### src/rtl/vend_pkg.sv
// Shared types and codes for the vending purchase controller.
package vend_pkg;

  // Purchase sequencer states
  typedef enum logic [1:0] {
    ST_IDLE  = 2'd0,
    ST_CHECK = 2'd1,
    ST_VEND  = 2'd2,
    ST_ERR   = 2'd3
  } state_e;

  // Error codes reported on err_code while error is high
  localparam logic [1:0] ERR_INSUFF   = 2'd0;
  localparam logic [1:0] ERR_SOLD_OUT = 2'd1;
  localparam logic [1:0] ERR_BAD_BCD  = 2'd2;
  localparam logic [1:0] ERR_BAD_SEL  = 2'd3;

  // Width of each per-product stock counter
  localparam int STOCK_W = 4;

endpackage

### src/rtl/bcd_sub.sv
// Digit-wise BCD subtractor: diff = a - b with a borrow ripple across nibbles.
// A final borrow means a < b. invalid flags any non-decimal nibble in either operand.
module bcd_sub #(
  parameter int DIGITS = 2
) (
  input  logic [4*DIGITS-1:0] a_bcd,
  input  logic [4*DIGITS-1:0] b_bcd,
  output logic [4*DIGITS-1:0] diff_bcd,
  output logic                borrow,
  output logic                invalid
);

  logic       br;
  logic [4:0] d;

  // Ripple from the least significant digit; a negative digit result gets +10 and borrows
  always_comb begin
    br       = 1'b0;
    d        = '0;
    invalid  = 1'b0;
    diff_bcd = '0;
    for (int i = 0; i < DIGITS; i++) begin
      d = {1'b0, a_bcd[4*i +: 4]} - {1'b0, b_bcd[4*i +: 4]} - {4'b0000, br};
      if (d[4]) begin
        d  = d + 5'd10;
        br = 1'b1;
      end else begin
        br = 1'b0;
      end
      diff_bcd[4*i +: 4] = d[3:0];
      if ((a_bcd[4*i +: 4] > 4'd9) || (b_bcd[4*i +: 4] > 4'd9)) begin
        invalid = 1'b1;
      end
    end
    borrow = br;
  end

endmodule

### src/rtl/vend_purchase_ctrl.sv
// Purchase manager: captures a buy request, checks selection, credit format, stock and
// credit sufficiency, then either strobes the dispense output with BCD change or reports
// a coded error, each held for VEND_CYCLES cycles.
// Handshake: buy is a level; only its rising edge seen in IDLE starts a purchase. Edges
// arriving while busy are dropped. Results are registered strobes, not acknowledged.
module vend_purchase_ctrl
  import vend_pkg::*;
#(
  parameter int NUM_PRODUCTS = 4,
  parameter int DIGITS       = 2,
  parameter logic [NUM_PRODUCTS*4*DIGITS-1:0] PRICES = {8'h60, 8'h45, 8'h30, 8'h25},
  parameter int STOCK_INIT   = 3,
  parameter int VEND_CYCLES  = 2,
  localparam int SEL_W       = (NUM_PRODUCTS > 1) ? $clog2(NUM_PRODUCTS) : 1
) (
  input  logic                    clk,
  input  logic                    rst_n,
  input  logic                    buy,
  input  logic [SEL_W-1:0]        product,
  input  logic [4*DIGITS-1:0]     credit_bcd,
  input  logic                    restock,
  output logic [NUM_PRODUCTS-1:0] vend,
  output logic [4*DIGITS-1:0]     change_bcd,
  output logic                    change_valid,
  output logic                    error,
  output logic [1:0]              err_code,
  output logic                    busy,
  output logic [NUM_PRODUCTS-1:0] stock_empty
);

  localparam int CW     = 4 * DIGITS;
  localparam int HOLD_W = (VEND_CYCLES > 1) ? $clog2(VEND_CYCLES) : 1;

  state_e                    state_q, state_d;
  logic                      buy_q;
  logic [SEL_W-1:0]          prod_q;
  logic [CW-1:0]             cred_q;
  logic [HOLD_W-1:0]         hold_q, hold_d;
  logic [NUM_PRODUCTS-1:0]   vend_q, vend_d;
  logic [CW-1:0]             change_q, change_d;
  logic                      cv_q, cv_d;
  logic                      err_q, err_d;
  logic [1:0]                code_q, code_d;
  logic [STOCK_W-1:0]        stock_q [NUM_PRODUCTS];

  logic                      capture_en;
  logic                      dec_en;
  logic                      sel_ok;
  logic [CW-1:0]             price_sel;
  logic [STOCK_W-1:0]        stock_sel;
  logic [STOCK_W-1:0]        stock_avail;
  logic [CW-1:0]             sub_diff;
  logic                      sub_borrow;
  logic                      bcd_bad;

  // Look up price and stock of the captured product; out-of-range indices read as zero
  always_comb begin
    sel_ok    = ({1'b0, prod_q} < (SEL_W + 1)'(NUM_PRODUCTS));
    price_sel = '0;
    stock_sel = '0;
    for (int i = 0; i < NUM_PRODUCTS; i++) begin
      if (prod_q == SEL_W'(i)) begin
        price_sel = PRICES[i*CW +: CW];
        stock_sel = stock_q[i];
      end
    end
    // A restock landing on the evaluation edge counts as already applied
    stock_avail = restock ? STOCK_W'(STOCK_INIT) : stock_sel;
  end

  bcd_sub #(
    .DIGITS (DIGITS)
  ) u_bcd_sub (
    .a_bcd    (cred_q),
    .b_bcd    (price_sel),
    .diff_bcd (sub_diff),
    .borrow   (sub_borrow),
    .invalid  (bcd_bad)
  );

  // Next-state and next-output logic for the purchase sequencer
  always_comb begin
    state_d    = state_q;
    hold_d     = hold_q;
    vend_d     = vend_q;
    change_d   = change_q;
    cv_d       = cv_q;
    err_d      = err_q;
    code_d     = code_q;
    capture_en = 1'b0;
    dec_en     = 1'b0;
    unique case (state_q)
      ST_IDLE: begin
        if (buy && !buy_q) begin
          capture_en = 1'b1;
          state_d    = ST_CHECK;
        end
      end
      ST_CHECK: begin
        hold_d   = HOLD_W'(VEND_CYCLES - 1);
        state_d  = ST_ERR;
        err_d    = 1'b1;
        change_d = '0;
        if (!sel_ok) begin
          code_d = ERR_BAD_SEL;
        end else if (bcd_bad) begin
          code_d = ERR_BAD_BCD;
        end else if (stock_avail == '0) begin
          code_d = ERR_SOLD_OUT;
        end else if (sub_borrow) begin
          code_d = ERR_INSUFF;
        end else begin
          state_d  = ST_VEND;
          err_d    = 1'b0;
          code_d   = 2'd0;
          vend_d   = NUM_PRODUCTS'(1) << prod_q;
          change_d = sub_diff;
          cv_d     = 1'b1;
          dec_en   = 1'b1;
        end
      end
      ST_VEND, ST_ERR: begin
        if (hold_q == '0) begin
          state_d  = ST_IDLE;
          vend_d   = '0;
          change_d = '0;
          cv_d     = 1'b0;
          err_d    = 1'b0;
          code_d   = 2'd0;
        end else begin
          hold_d = hold_q - HOLD_W'(1);
        end
      end
      default: state_d = ST_IDLE;
    endcase
  end

  // State, request capture, buy history and registered outputs
  always_ff @(posedge clk or negedge rst_n) begin
    if (!rst_n) begin
      state_q  <= ST_IDLE;
      buy_q    <= 1'b0;
      prod_q   <= '0;
      cred_q   <= '0;
      hold_q   <= '0;
      vend_q   <= '0;
      change_q <= '0;
      cv_q     <= 1'b0;
      err_q    <= 1'b0;
      code_q   <= 2'd0;
    end else begin
      state_q  <= state_d;
      buy_q    <= buy;
      hold_q   <= hold_d;
      vend_q   <= vend_d;
      change_q <= change_d;
      cv_q     <= cv_d;
      err_q    <= err_d;
      code_q   <= code_d;
      if (capture_en) begin
        prod_q <= product;
        cred_q <= credit_bcd;
      end
    end
  end

  // Stock counters: restock overrides a same-cycle decrement; counters never go below zero
  always_ff @(posedge clk or negedge rst_n) begin
    if (!rst_n) begin
      for (int i = 0; i < NUM_PRODUCTS; i++) stock_q[i] <= STOCK_W'(STOCK_INIT);
    end else begin
      for (int i = 0; i < NUM_PRODUCTS; i++) begin
        if (restock) begin
          stock_q[i] <= STOCK_W'(STOCK_INIT);
        end else if (dec_en && (prod_q == SEL_W'(i)) && (stock_q[i] != '0)) begin
          stock_q[i] <= stock_q[i] - STOCK_W'(1);
        end
      end
    end
  end

  // Empty flags decoded from the counter registers
  always_comb begin
    stock_empty = '0;
    for (int i = 0; i < NUM_PRODUCTS; i++) stock_empty[i] = (stock_q[i] == '0);
  end

  assign vend         = vend_q;
  assign change_bcd   = change_q;
  assign change_valid = cv_q;
  assign error        = err_q;
  assign err_code     = code_q;
  assign busy         = (state_q != ST_IDLE);

endmodule

### config.mk
export PLATFORM = sky130hd
export DESIGN_NAME = vend_purchase_ctrl
export DESIGN_NICKNAME = d
export VERILOG_FILES = /design/src/rtl/vend_pkg.sv /design/src/rtl/bcd_sub.sv /design/src/rtl/vend_purchase_ctrl.sv
export SDC_FILE = /design/constraint.sdc
export NUM_CORES = 1
export LEC_CHECK = 0
export BUFFER_PORTS_ARGS = -buffer_cell sky130_fd_sc_hd__buf_4
export CAP_MARGIN = 10
export CORE_UTILIZATION = 51
export CTS_BUF_LIST = sky130_fd_sc_hd__clkbuf_16
export DETAILED_ROUTE_END_ITERATION = 6
export GPL_ROUTABILITY_DRIVEN = 0
export PLACE_DENSITY = 0.72
export SYNTH_ARGS = -nofsm -noshare
export SYNTH_HDL_FRONTEND = slang
export SYNTH_SLANG_ARGS = --single-unit
### constraint.sdc
create_clock -name clk -period 3.4 [get_ports clk]
set_input_delay 0.68 -clock clk [delete_from_list [all_inputs] [get_ports clk]]
set_output_delay 0.68 -clock clk [all_outputs]
set_load 0.03 [all_outputs]
==> metrics.txt, run 1 <==
minimum clock period 3.143 ns; DRC violations left 2; post-synth top area share 0.3883; first-pass GRT wire length 8569 µm; cts bufs inserted 5; WL per Instance 14.91 µm; syn_nets 270; Max Cap Viol 0; reg-to-reg setup timing slack 0.26 ns; WP data required 3.56 ns; Final Hold Viols 0; Mapped Area 0.002449 mm²; top cells by area, synth dfrtp_1 39%, dfstp_2 8.6%, ha_1 7.2%; cell area after layout 0.002879 mm²; worst skew pair latency 0.28 ns; Worst EP arrival 3.30 ns; placed cell areas 0.002735 mm²; Peak VDD IR 0.5431 mV; Main synth FF type dfrtp_1; Post-Syn Area per Cell 10.20 µm²; Fin Setup TNS 0 ns; cell with the most instances after synthesis dfrtp_1; # setup viols final 0; Yosys warnings 0; # IOs 35; WS Path Type register to register; DR pass1 iterations 7; Slew @ Worst Pin 0.9310 ns; proportion of layout cells with a drive suffix above 1 0.2327; Post-CTS Setup Inserts 0; DP HPWL 3559 µm; Initial DRC Count 96; leading area contributor after synthesis dfrtp_1; final setup skew 0.005406 ns; Filler cells 372; number of synthesized flops with an enable pin 0; Gate Count Post-Synth 240; Setup crit end kind register; post-synth cell types 46; synthesized flop and latch total 46; Chip Height 71.29 µm; Die X 71.29 µm; Clk pin slew, worst setup/hold paths 0.06 ns; relative slew slack 0.3766; initial antenna violation count 0; port bufs 34; largest net degree at the start of global routing 47; antenna-violating nets left 0; Seq/Total Area, Yosys 0.4742; GRT Total Usage 0.2194; Pwr Density 951.9 mW/mm²; total gr overflow 0; Resized Gates After CTS 0; diodes inserted 0; vias per cell 5.615; worst min path class input pin to asynchronous set/reset pin; die area 0.005082 mm²; status finished, violations left; clk sinks 46; CORE AREA 0.004474 mm²; fraction of registers with async set/reset 1.000; failing checks DRC; Routed WL 4876 µm; number of global-route vias before repair 1790; clk buf depth 2; Pins Over Slew Limit 0; vias post-DR 1836; TritonCTS clock tree done; crit path max fanout 9; RSZ-0062 raised after global routing no; maximum clock rate 318.2 MHz; Worst setup SP type register; initial core utilization 0.5473; Leakage 1.461 nW; hold_buf cts 0; top cells by count, synth 38 x dfrtp_1, 25 x nand2_1, 20 x inv_1; clock root buffer clkbuf_16; nets 304; H-tree lvl count 2; Rows 24; fin crit share 0.9243; area delta synth->final 17.58%
## cells in the final DEF (no fill, tap or decap), drive strengths merged, types with 3 or more instances in the layout
cell | synthesis | final
xor2 | 4 | 4
inv | 20 | 21
a22o | 7 | 7
nor2 | 18 | 18
ha | 14 | 14
nand2 | 26 | 26
nor3 | 4 | 4
nand4 | 3 | 3
xnor2 | 6 | 6
a21oi | 4 | 4
dfrtp | 38 | 38
dfstp | 8 | 8
nor3b | 6 | 6
a211o | 3 | 3
mux2i | 5 | 5
nor2b | 3 | 3
or4 | 5 | 5
buf | 1 | 34
mux2 | 6 | 6
o21ai | 15 | 15
clkbuf | 6 | 5
nand3 | 6 | 6
nand2b | 10 | 10
## registers in the layout, indices dropped and copies added, names as in the netlist
signal        count
change_valid      1
hold_q            1
vend              4
change_bcd        8
prod_q            2
buy_q             1
err_code          2
error             1
cred_q            8
stock_q          16
state_q           2
## critical path: stages (launching register included)
cell,delay (ns)
dfrtp_1,0.43
inv_1,0.09
ha_1,0.17
ha_1,0.20
nand2b_1,0.17
nand2_1,0.11
fa_1,0.44
fa_1,0.41
nand2b_1,0.17
a21oi_2,0.23
a211oi_2,0.14
nand2_2,0.17
mux2i_1,0.20
o21ai_1,0.07
## final timing paths
| path | startpoint | end | cells after the start |
|---|---|---|---|
| min reg2reg | error | error | 2 |
| max | prod_q[0] | vend[3] | 13 |
| min | rst_n | buy_q | 1 |
| min in group clk | error | error | 2 |
| max reg2reg | prod_q[0] | vend[3] | 13 |
| max in group asynchronous | rst_n | cred_q[2] | 1 |
## power by group
part           total, mW  switching [mW]  internal [mW]
clock network      0.462           0.196          0.266
logic               1.41           0.847          0.564
registers          0.869           0.151          0.718
total               2.74            1.19           1.55
## cell families (layout without fill, tap and decap cells)
kind of cell / count (synthesis) / in the layout / synth area share
and+or+nand+nor: 90 / 90 / 0.1942
DFF: 46 / 46 / 0.4742
AOI/OAI and AO/OA: 40 / 40 / 0.1155
buffers and inverters: 27 / 62 / 0.04445
adders and majority gates: 16 / 16 / 0.08789
muxes: 11 / 11 / 0.04803
xor gates and xnor gates: 10 / 10 / 0.03577
## layer usage
metal,GRT usage,part of all wire
met1,0.3086,0.50
met2,0.3386,0.45
met3,0.04501,0.043
met4,0.08000,0.013
met5,0,0
## final cells by class
cell class	instances	area, µm²	area share
Clock buffer	5	125.1	0.04346
Timing Repair Buffer	34	255.2	0.08866
Multi-Input combinational cell	167	1185	0.4116
Sequential cell	46	1161	0.4033
Tap cell	52	65.06	0.02260
Inverter	20	75.07	0.02608
Clock inverter	3	12.51	0.004346
## metrics by stage
step	utilization	cells	total power, mW	hold slack (ns)	worst slack, ns
after floorplan	-	240	1.888	0.3844	0.4947
after global placement	0.6113	319	2.236	0.4734	0.2712
after detailed placement	0.6113	319	2.276	0.4795	0.1540
after CTS	0.6421	327	2.739	0.4191	0.1468
after global routing	0.6435	327	2.964	0.4562	0.005660
final	0.6435	327	2.741	0.4019	0.2573
(Power assumes the default switching activity.)
==> run 2, diff against run 1 <==
CTS_BUF_LIST = sky130_fd_sc_hd__clkbuf_4 sky130_fd_sc_hd__clkbuf_8   (was sky130_fd_sc_hd__clkbuf_16)
PLACE_DENSITY = 0.7   (was 0.72)
==> metrics.txt, run 2 (synthesis gave the netlist of run 1 again) <==
total gr overflow 0 (unchanged); Post-CTS Setup Inserts 0 (unchanged); Setup crit end kind register (unchanged); WP data required 3.63 ns (was 3.56 ns); reg2reg end stock_q[9] (was vend[3]); H-tree lvl count 2 (unchanged); Post-Place Setup Slack 0.1349 ns (was 0.1540 ns); Pins Over Slew Limit 0 (unchanged); Cell Chain, Critical Path inv_1 -> ha_1 -> ha_1 -> nand2b_1 -> nand2_1 -> fa_1 -> fa_1 -> nand2b_1 -> a21oi_2 -> a211o_2 -> or4_4 -> nor2_1 -> a211o_1 (was inv_1 -> ha_1 -> ha_1 -> nand2b_1 -> nand2_1 -> fa_1 -> fa_1 -> nand2b_1 -> a21oi_2 -> a211oi_2 -> nand2_2 -> mux2i_1 -> o21ai_1); worst min path class input pin to asynchronous set/reset pin (unchanged); DP HPWL 3561 µm (was 3559 µm); nets 305 (was 304); crit path launch prod_q[0] (unchanged); status finished, violations left (unchanged); Largest stage delay, worst path 0.44 ns (about the same); setup ws final 0.2691 ns (was 0.2573 ns); number of global-route vias before repair 1771 (was 1790); WL met1 2404 µm (was 2429 µm); Top Metal Used met4 (unchanged); reg-to-reg setup timing slack 0.27 ns (was 0.26 ns); Hold WS 0.3780 ns (was 0.4019 ns); Max Cap Viol 0 (unchanged); Overall Power 2.621 mW (was 2.741 mW); initial antenna violation count 0 (unchanged); total length of routed met2 wires 2185 µm (was 2173 µm); minimum clock period 3.131 ns (was 3.143 ns); diodes inserted 0 (unchanged); Biggest register stock_q (unchanged); Chip Height 71.29 µm (unchanged); Reg2Reg Depth 13 (unchanged); worst r2r src prod_q[0] (unchanged); Routed WL 4918 µm (was 4876 µm); Final Hold Viols 0 (unchanged); DRC violations left 3 (was 2); vias per cell 5.619 (was 5.615); Die X 71.29 µm (unchanged); vias post-DR 1843 (was 1836); CORE AREA 0.004474 mm² (unchanged); initial core utilization 0.5473 (unchanged); area delta synth->final 15.99% (was 17.58%); Resized Gates After CTS 0 (unchanged); clk sinks 46 (unchanged); fin crit share 0.9208 (was 0.9243); Filler cells 366 (was 372); most frequent cells in the layout 38 x dfrtp_1, 35 x buf_4, 25 x nand2_1, 20 x inv_1, 17 x nor2_1 (was 38 x dfrtp_1, 34 x buf_4, 25 x nand2_1, 21 x inv_1, 17 x nor2_1); CP endpoint stock_q[9] (was vend[3]); placed cells 320 (was 319); failing checks DRC (unchanged); proportion of layout cells with a drive suffix above 1 0.2428 (was 0.2327); Rows 24 (unchanged); Clk pin slew, worst setup/hold paths 0.08 ns (was 0.06 ns); Initial DRC Count 139 (was 96); Leakage 1.443 nW (was 1.461 nW); port bufs 34 (unchanged); first-pass GRT wire length 8314 µm (was 8569 µm); Largest register FFs 16 (unchanged); commonest non-fill, non-tap cell in the layout dfrtp_1 (unchanged); Worst EP arrival 3.36 ns (was 3.30 ns); WS Path Type register to register (unchanged); Final Non-Filler Cells 328 (was 327); Crit path depth 13 (unchanged); relative slew slack 0.5770 (was 0.3766); # setup viols final 0 (unchanged); antenna-violating nets left 0 (unchanged); die area 0.005082 mm² (unchanged); WL per Instance 14.99 µm (was 14.91 µm); crit path max fanout 6 (was 9); crit path buf inv count 1 (unchanged); Worst setup SP type register (unchanged); largest net degree at the start of global routing 47 (unchanged); Pwr Density 923.0 mW/mm² (was 951.9 mW/mm²); Slew @ Worst Pin 0.6334 ns (was 0.9310 ns); DR pass1 iterations 7 (unchanged); # IOs 35 (unchanged); CP delay by family, top adder cells (unchanged); WL met3 226 µm (was 208 µm); clk buf depth 2 (unchanged); final setup skew 0.005122 ns (was 0.005406 ns); Peak VDD IR 0.5253 mV (was 0.5431 mV); TritonCTS clock tree done (unchanged); CP max-delay cell dfrtp_1 (was fa_1); cts bufs inserted 5 (unchanged); worst skew pair latency 0.30 ns (was 0.28 ns); hold_buf cts 0 (unchanged); maximum clock rate 319.4 MHz (was 318.2 MHz); clock root buffer clkbuf_8 (was clkbuf_16); GRT Total Usage 0.2172 (was 0.2194)
## run 2: cell type report
type / instances / area (µm²) / area share
Timing Repair Buffer: 35 / 262.8 / 0.09251
Inverter: 20 / 75.07 / 0.02643
Clock buffer: 8 / 91.34 / 0.03216
Tap cell: 52 / 65.06 / 0.02291
Multi-Input combinational cell: 167 / 1185 / 0.4172
Sequential cell: 46 / 1161 / 0.4088
## run 2: layer usage
layer  vias up  track usage
li1        894            -
met3        13      0.04923
met1       886       0.2941
met4         0      0.09333
met2        50       0.3376
met5         -            0
## run 2: stage by stage
| stage | TNS [ns] | instance area [µm²] | util |
|---|---|---|---|
| floorplan | 0 | 2449 | - |
| global placement | 0 | 2743 | 0.6130 |
| detailed placement | 0 | 2743 | 0.6130 |
| CTS | 0 | 2834 | 0.6334 |
| global route | -0.01510 | 2840 | 0.6348 |
| finish | 0 | 2840 | 0.6348 |
## run 2: worst min-delay path by stage
stage                                to    startpoint  slack, ns  cells after the start
after floorplan                   buy_q         rst_n       0.38                      0
after global placement            error         error       0.48                      2
after detailed placement   change_valid  change_valid       0.47                      1
after CTS                     cred_q[7]         rst_n       0.39                      1
after global routing          cred_q[7]         rst_n       0.43                      1
final                     change_bcd[5]         rst_n       0.38                      1
## run 2: power by group
part / switching (mW) / leakage [nW] / internal [mW]
combinational: 0.851 / 0.811 / 0.568
sequential: 0.143 / 0.583 / 0.716
clock: 0.172 / 0.0498 / 0.170
==> run 3, diff against run 2 <==
CORE_MARGIN = 3   (was unset)
CORE_UTILIZATION = 59   (was 51)
PLACE_DENSITY = 0.8   (was 0.7)
==> metrics.txt, run 3 (synthesis gave the netlist of run 1 again) <==
Biggest register stock_q (unchanged); total gr overflow 0 (unchanged); Overall Power 2.645 mW (was 2.621 mW); H-tree lvl count 2 (unchanged); Pwr Density 935.0 mW/mm² (was 923.0 mW/mm²); Die X 70.42 µm (was 71.29 µm); placed cell areas 0.002730 mm² (was 0.002743 mm²); setup ws final 0.2132 ns (was 0.2691 ns); most frequent cells in the layout 38 x dfrtp_1, 34 x buf_4, 25 x nand2_1, 20 x inv_1, 18 x nor2_1 (was 38 x dfrtp_1, 35 x buf_4, 25 x nand2_1, 20 x inv_1, 17 x nor2_1); cell area after layout 0.002829 mm² (was 0.002840 mm²); diodes inserted 0 (unchanged); WL per Instance 15.60 µm (was 14.99 µm); maximum clock rate 313.8 MHz (was 319.4 MHz); DR pass1 iterations 4 (was 7); Worst setup SP type register (unchanged); CORE AREA 0.003826 mm² (was 0.004474 mm²); TritonCTS clock tree done (unchanged); DP HPWL 3702 µm (was 3561 µm); Max Cap Viol 0 (unchanged); antenna-violating nets left 0 (unchanged); crit path max fanout 9 (was 6); Clk pin slew, worst setup/hold paths 0.08 ns (about the same); initial antenna violation count 0 (unchanged); # IOs 35 (unchanged); Reg2Reg Depth 13 (unchanged); area delta synth->final 15.53% (was 15.99%); vias post-DR 1846 (was 1843); clk sinks 46 (unchanged); largest net degree at the start of global routing 47 (unchanged); reg2reg end stock_q[2] (was stock_q[9]); worst r2r src prod_q[0] (unchanged); proportion of layout cells with a drive suffix above 1 0.2364 (was 0.2428); Setup crit end kind register (unchanged); die area 0.004959 mm² (was 0.005082 mm²); clock root buffer clkbuf_8 (unchanged); # setup viols final 0 (unchanged); first-pass GRT wire length 8783 µm (was 8314 µm); initial core utilization 0.6400 (was 0.5473); WS Path Type register to register (unchanged); reg-to-reg setup timing slack 0.21 ns (was 0.27 ns); Largest register FFs 16 (unchanged); worst skew pair latency 0.30 ns (about the same); Post-Place Setup Slack 0.1507 ns (was 0.1349 ns); vias per cell 5.715 (was 5.619); Rows 22 (was 24); final setup skew 0.007254 ns (was 0.005122 ns); Routed WL 5039 µm (was 4918 µm); DRC violations left 0 (was 3); Worst EP arrival 3.38 ns (was 3.36 ns); relative slew slack 0.3947 (was 0.5770); minimum clock period 3.187 ns (was 3.131 ns); fin crit share 0.9373 (was 0.9208); Initial DRC Count 137 (was 139); Leakage 1.440 nW (was 1.443 nW); commonest non-fill, non-tap cell in the layout dfrtp_1 (unchanged); cts bufs inserted 5 (unchanged); Final Hold Viols 0 (unchanged); Pins Over Slew Limit 0 (unchanged); worst min path class input pin to asynchronous set/reset pin (unchanged); port bufs 34 (unchanged); number of global-route vias before repair 1836 (was 1771); clk buf depth 2 (unchanged); GRT Total Usage 0.2242 (was 0.2172); Slew @ Worst Pin 0.9040 ns (was 0.6334 ns); Peak VDD IR 0.6734 mV (was 0.5253 mV); WP data required 3.59 ns (was 3.63 ns); Chip Height 70.42 µm (was 71.29 µm); nets 304 (was 305); status finished, final reports clean (was finished, violations left); Post-CTS Setup Inserts 0 (unchanged)
-- run 3: where the power goes --
group / leakage, nW / switching, mW / internal (mW) / total, mW
Sequential: 0.583 / 0.148 / 0.716 / 0.864
Clock: 0.0517 / 0.180 / 0.172 / 0.352
Combinational: 0.805 / 0.861 / 0.569 / 1.43
-- run 3: layout make-up --
cell class	instances	area [µm²]
repair buffers	34	255.2
multi-input cells	167	1182
fillers	275	997.2
clock buffers	7	90.09
well taps	48	60.06
clock inverters	1	5.005
inverters	20	75.07
flip-flops and latches	46	1161
-- run 3: routing by layer --
layer / wire length, µm / vias to the layer above / track usage
li1: - / 903 / -
met5: 0 / - / 0
met4: 59 / 0 / 0.05745
met2: 2380 / 40 / 0.3451
met1: 2357 / 898 / 0.3194
met3: 241 / 5 / 0.05180
-- run 3: repair_timing --
action                                  CTS  global route
endpoints found under the setup margin    0            15
resized for setup                         0             1
hold buffers                              0             0
-- run 3: through the flow --
| stage | std cells | utilization | setup TNS, ns | hold WS [ns] |
|---|---|---|---|---|
| global route | 323 | 0.7394 | -0.0006337 | 0.4096 |
| global placement | 315 | 0.7135 | 0 | 0.4721 |
| detailed placement | 315 | 0.7135 | 0 | 0.4882 |
| finish | 323 | 0.7394 | 0 | 0.3754 |
| CTS | 323 | 0.7384 | 0 | 0.3912 |
| floorplan | 240 | - | 0 | 0.3844 |
-- run 3: how the worst max path moves through the flow --
stage | from | end | slack (ns) | cells after the start
after floorplan | prod_q[0] | stock_q[9] | 0.49 | 13
after global placement | prod_q[0] | change_bcd[2] | 0.27 | 12
after CTS | prod_q[0] | stock_q[2] | 0.13 | 13
after global routing | prod_q[0] | stock_q[2] | -0.0006 | 13
final | prod_q[0] | stock_q[2] | 0.21 | 13
after detailed placement | prod_q[0] | change_bcd[2] | 0.15 | 12
-- run 3: critical path, stage by stage, from the launching register on --
cell,delay (ns)
dfrtp_1,0.43
inv_1,0.10
ha_1,0.17
ha_1,0.19
nand2b_1,0.17
nand2_1,0.11
fa_1,0.43
fa_1,0.41
nand2b_1,0.18
a21oi_2,0.24
a211oi_2,0.14
nand4_1,0.21
mux2i_1,0.24
nor2_1,0.06
